===== src/rtl/fifo_gray_reader.sv =====
// fifo_gray_reader
//   Read-side consumer of the pixel byte FIFO. Pops interleaved R, G, B
//   bytes (the FIFO has one-cycle registered read data). It turns each
//   triple into an 8-bit luma value, (77*R + 150*G + 29*B) >> 8, and
//   presents that value on a valid/ready stream.
//
//   Byte index state (idx):
//     state  | meaning
//     IDX_R  | next read fetches the R byte of a pixel
//     IDX_G  | next read fetches the G byte
//     IDX_B  | next read fetches the B byte; gated by output back-pressure
//
// Ports
//   clk          system clock, rising edge
//   rstn         asynchronous active-low reset
//   en           run enable; low stops new reads, in-flight work completes
//   fifo_empty   FIFO empty flag
//   fifo_rd      FIFO read strobe (never high while fifo_empty)
//   fifo_data    FIFO read data, valid the cycle after an accepted read
//   gray_out     luma result
//   gray_valid   gray_out holds an unconsumed pixel
//   gray_ready   downstream accepts gray_out
//   pixel_count  number of pixels handed downstream (wraps)

module fifo_gray_reader #(
    parameter int DATA_WIDTH = 8,
    parameter int CNT_WIDTH  = 16
) (
    input  logic                  clk,
    input  logic                  rstn,
    input  logic                  en,
    input  logic                  fifo_empty,
    output logic                  fifo_rd,
    input  logic [DATA_WIDTH-1:0] fifo_data,
    output logic [DATA_WIDTH-1:0] gray_out,
    output logic                  gray_valid,
    input  logic                  gray_ready,
    output logic [CNT_WIDTH-1:0]  pixel_count
);

    localparam int SUM_WIDTH = 2 * DATA_WIDTH;

    typedef enum logic [1:0] {
        IDX_R = 2'd0,
        IDX_G = 2'd1,
        IDX_B = 2'd2
    } idx_t;

    idx_t                  idx;
    idx_t                  idx_next;
    idx_t                  idx_d;
    logic                  rd_d;
    logic [DATA_WIDTH-1:0] r_reg;
    logic [DATA_WIDTH-1:0] g_reg;
    logic [SUM_WIDTH-1:0]  sum;
    logic [DATA_WIDTH-1:0] luma;
    logic                  b_load;
    logic                  xfer;

    // The B read waits while an output is pending and not draining this
    // cycle, so a B capture can never land on top of an unconsumed pixel.
    always_comb begin
        fifo_rd  = rstn & en & ~fifo_empty &
                   ((idx != IDX_B) | ~gray_valid | gray_ready);
        idx_next = idx;
        if (fifo_rd) begin
            case (idx)
                IDX_R:   idx_next = IDX_G;
                IDX_G:   idx_next = IDX_B;
                default: idx_next = IDX_R;
            endcase
        end
    end

    // B is taken straight from the FIFO output on its capture cycle.
    // Max sum is 255*256 = 65280, so 16 bits never overflow.
    assign sum    = SUM_WIDTH'(77)  * SUM_WIDTH'(r_reg) +
                    SUM_WIDTH'(150) * SUM_WIDTH'(g_reg) +
                    SUM_WIDTH'(29)  * SUM_WIDTH'(fifo_data);
    assign luma   = DATA_WIDTH'(sum >> DATA_WIDTH);
    assign b_load = rd_d & (idx_d == IDX_B);
    assign xfer   = gray_valid & gray_ready;

    always_ff @(posedge clk or negedge rstn) begin
        if (!rstn) begin
            idx   <= IDX_R;
            idx_d <= IDX_R;
            rd_d  <= 1'b0;
        end else begin
            idx   <= idx_next;
            idx_d <= idx;
            rd_d  <= fifo_rd;
        end
    end

    always_ff @(posedge clk or negedge rstn) begin
        if (!rstn) begin
            r_reg <= '0;
            g_reg <= '0;
        end else if (rd_d) begin
            if (idx_d == IDX_R) r_reg <= fifo_data;
            if (idx_d == IDX_G) g_reg <= fifo_data;
        end
    end

    // A new pixel load wins over a simultaneous hand-off clear.
    always_ff @(posedge clk or negedge rstn) begin
        if (!rstn) begin
            gray_out    <= '0;
            gray_valid  <= 1'b0;
            pixel_count <= '0;
        end else begin
            if (b_load) begin
                gray_out   <= luma;
                gray_valid <= 1'b1;
            end else if (xfer) begin
                gray_valid <= 1'b0;
            end
            if (xfer) pixel_count <= pixel_count + CNT_WIDTH'(1);
        end
    end

endmodule


===== config.mk =====
export PLATFORM = sky130hd
export DESIGN_NAME = fifo_gray_reader
export DESIGN_NICKNAME = d
export VERILOG_FILES = /design/src/rtl/fifo_gray_reader.sv
export SDC_FILE = /design/constraint.sdc
export NUM_CORES = 1
export LEC_CHECK = 0
export CAP_MARGIN = 10
export CORE_ASPECT_RATIO = 0.5
export CORE_MARGIN = 3
export CORE_UTILIZATION = 25
export CTS_BUF_LIST = sky130_fd_sc_hd__clkbuf_8
export CTS_CLUSTER_DIAMETER = 30
export CTS_CLUSTER_SIZE = 12
export DETAILED_ROUTE_END_ITERATION = 8
export PLACE_DENSITY = 0.52
export REMOVE_ABC_BUFFERS = 1
export SYNTH_ARGS = -nofsm -noshare
export SYNTH_HDL_FRONTEND = slang
export SYNTH_SLANG_ARGS = --single-unit
export TNS_END_PERCENT = 50

===== constraint.sdc =====
create_clock -name clk -period 6.5 [get_ports clk]
set_input_delay 0.65 -clock clk [delete_from_list [all_inputs] [get_ports clk]]
set_output_delay 0.65 -clock clk [all_outputs]
set_load 0.1 [all_outputs]

==> impl_results.md <==
- Starting DRC count in detailed routing: 126
- Avg Inst Size Synth: 10.5 sq um
- Fmax: 0.163 GHz
- # IOs: 39
- Worst skew pair latency: 0.31 ns
- CTS HTree Levels: 2
- Die Y: 105 microns
- Post-synthesis simple-gate area fraction: 9.22%
- Core area: 0.0189 sq mm
- Post-synth EDFFs: 0
- Clock transition at path regs: 0.10 ns
- Crit path kind: flop to flop
- CTS Buf Count: 5
- Largest family of logic cells by synthesized area: adder cells
- Fin crit share: 94.4%
- 1st-pass router iterations: 5
- DP HPWL: 8530 microns
- Row count: 35
- Synth area leader: dfrtp_1
- Worst-Margin Slew: 1.01 ns
- Largest net degree at the start of global routing: 48
- Setup TNS Final: 0 ns
- # DRC: 0
- WL final: 10,300 microns
- Setup violations, final: 0
- Mapped Cells: 470
- Grt ovf: 0
- Worst Skew: 0.0136 ns
- Initial antenna violation count: 0
- Arrival time at the worst endpoint: 6.31 ns
- Via-to-Cell Ratio: 4.29
- Setup bufs post-CTS: 0
- Final max-slew violation count: 0
- CTS tree: yes
- Largest register FFs: 16
- Via count: 3,326
- Die width: 205 microns
- Clock Tree Root: clkbuf_8
- XOR/XNOR Fraction of Synth Area: 5.64%
- Adder-cell area share of the yosys netlist: 43.9%
- Most flop-heavy register: pixel_count
- # diodes: 0
- DRT antenna net count: 0
- Port Buffer Count: 38
- WL/cell: 13.3 microns
- GRT Util Overall: 10.3%
- Endpoints failing hold: 0
- Clk buf depth: 2
- Area grow syn2layout: 16.6%
- Area of the multi-input gates: 0.00344 sq mm
- Primary FF master, synth: dfrtp_1
- Top cell type's share of synthesized area: 23.4%
- Mux cell area share after synthesis: 2.94%
- Max_cap viols: 0
- Commonest non-fill, non-tap cell in the layout: inv_1
- Register area: 0.00115 sq mm
- Number of global-route vias before repair: 3,499
- RSZ-0062 raised after global routing: true
- Post-cts hold buffer count: 0
- Layout filler cell count: 1,959
- Synth area leaders: dfrtp_1 23%, fa_1 22%, ha_1 22%
- Synth Cell Area: 0.00493 sq mm
- CP Max Fanout: 5
- Netlist cell types: 44
- Most frequent cells in the layout: 92 x inv_1, 85 x ha_1, 55 x fa_1
- Synth Register Bits: 46
- Period minus WS final: 6.13 ns
- Critical path required time: 6.68 ns
- Die area: 0.0215 sq mm
- Final net count: 668
- Initial Utilization: 26.1%
- Outcome: finished, final reports clean
- Wire length of the first global-routing pass: 17,800 microns
- Compound-gate portion of the synthesized area: 7.69%
- Post-synthesis async set-or-reset flop share: 100%
- Layout cells sized above 1: 6.40%
- Core Util, Final: 30.4%
- Worst hold path type: primary input to asynchronous set/reset pin
- Endpoint class of the critical path: flop
- Synth warn: 0
- Sink Count: 46
- CP Launch Type: flop
- Routability cong.: 0.846
- Worst slew margin: 32.8%
- Sequential fraction of the synthesis area: 23.4%
[routing by layer]
metal | up-vias | GRT usage (%) | routed length (microns)
met4 | 0 | 1.62 | 78
met2 | 56 | 16.5 | 4690
met5 | - | 0 | 0
met1 | 1625 | 14.6 | 5140
li1 | 1638 | - | -
met3 | 7 | 2.22 | 391
[kinds of logic (layout without fill, tap and decap cells)]
family,count (synthesis),count (layout)
xor gates and xnor gates,30,30
DFF,46,46
buffers and inverters,95,141
muxes,13,13
AOI/OAI and AO/OA,58,58
adders and majority gates,140,140
and+or+nand+nor,88,88
[final cells by class]
cell class	instances	share of cell area, %
well taps	259	5.64
clock buffers	5	1.20
repair buffers	42	7.06
flip-flops and latches	46	20.0
clock inverters	3	0.305
inverters	91	5.95
multi-input cells	329	59.8
[cells in the mapped netlist (4+ instances only)]
cell,instances
inv_1,91
ha_1,85
fa_1,55
dfrtp_1,46
nand2_1,37
xnor2_1,21
nor2_1,14
a21oi_1,13
mux2_2,12
o21ai_0,11
xor2_1,8
nand3_1,7
o21ai_1,7
a21o_1,6
nand4_1,5
nor3_1,5
a31oi_1,4
clkbuf_1,4
nand3b_1,4
[path summary, 6_finish.rpt]
check	start	endpoint	slack, ns	cells past startpoint
max in group asynchronous	rstn	r_reg[4]	5.62	2
worst min register to register	idx[1]	idx_d[1]	0.45	0
worst max-delay path	g_reg[3]	gray_out[4]	0.37	23
min in group clk	idx[1]	idx_d[1]	0.45	0
worst min-delay path	rstn	pixel_count[5]	0.44	2
worst max register to register	g_reg[3]	gray_out[4]	0.37	23
[worst max-delay path, cell delays in order (launching register included)]
cell and delay (ns):
dfrtp_1 0.45, ha_1 0.32, ha_1 0.28, ha_1 0.27, inv_1 0.05, fa_1 0.49, inv_1 0.04, ha_1 0.33
o21ai_0 0.13, o21bai_1 0.10, a21oi_1 0.19, xnor2_1 0.15, ha_1 0.25, inv_1 0.08, fa_1 0.43, fa_1 0.41
fa_1 0.52, inv_1 0.04, ha_1 0.36, a21o_2 0.25, a311o_1 0.36, a31oi_4 0.24, xor2_1 0.17, o21ai_1 0.08
[what timing repair did]
item | CTS | global route
hold endpoints to repair | 0 | 0
endpoints found under the setup margin | 0 | 2
resized for setup | 0 | 3
[metrics by stage]
stage               hold slack (ns)  instance area (sq um)  setup WS (ns)  instances
floorplan                     0.354                   4910          0.712        466
global placement              0.416                   5640          0.440        767
detailed placement            0.424                   5640          0.340        767
CTS                           0.450                   5730          0.299        775
global route                  0.471                   5740        -0.0260        775
finish                        0.437                   5740          0.367        775
Power is not shown: default switching activity piles up to over one toggle a cycle in this logic, so the estimate is an artifact.
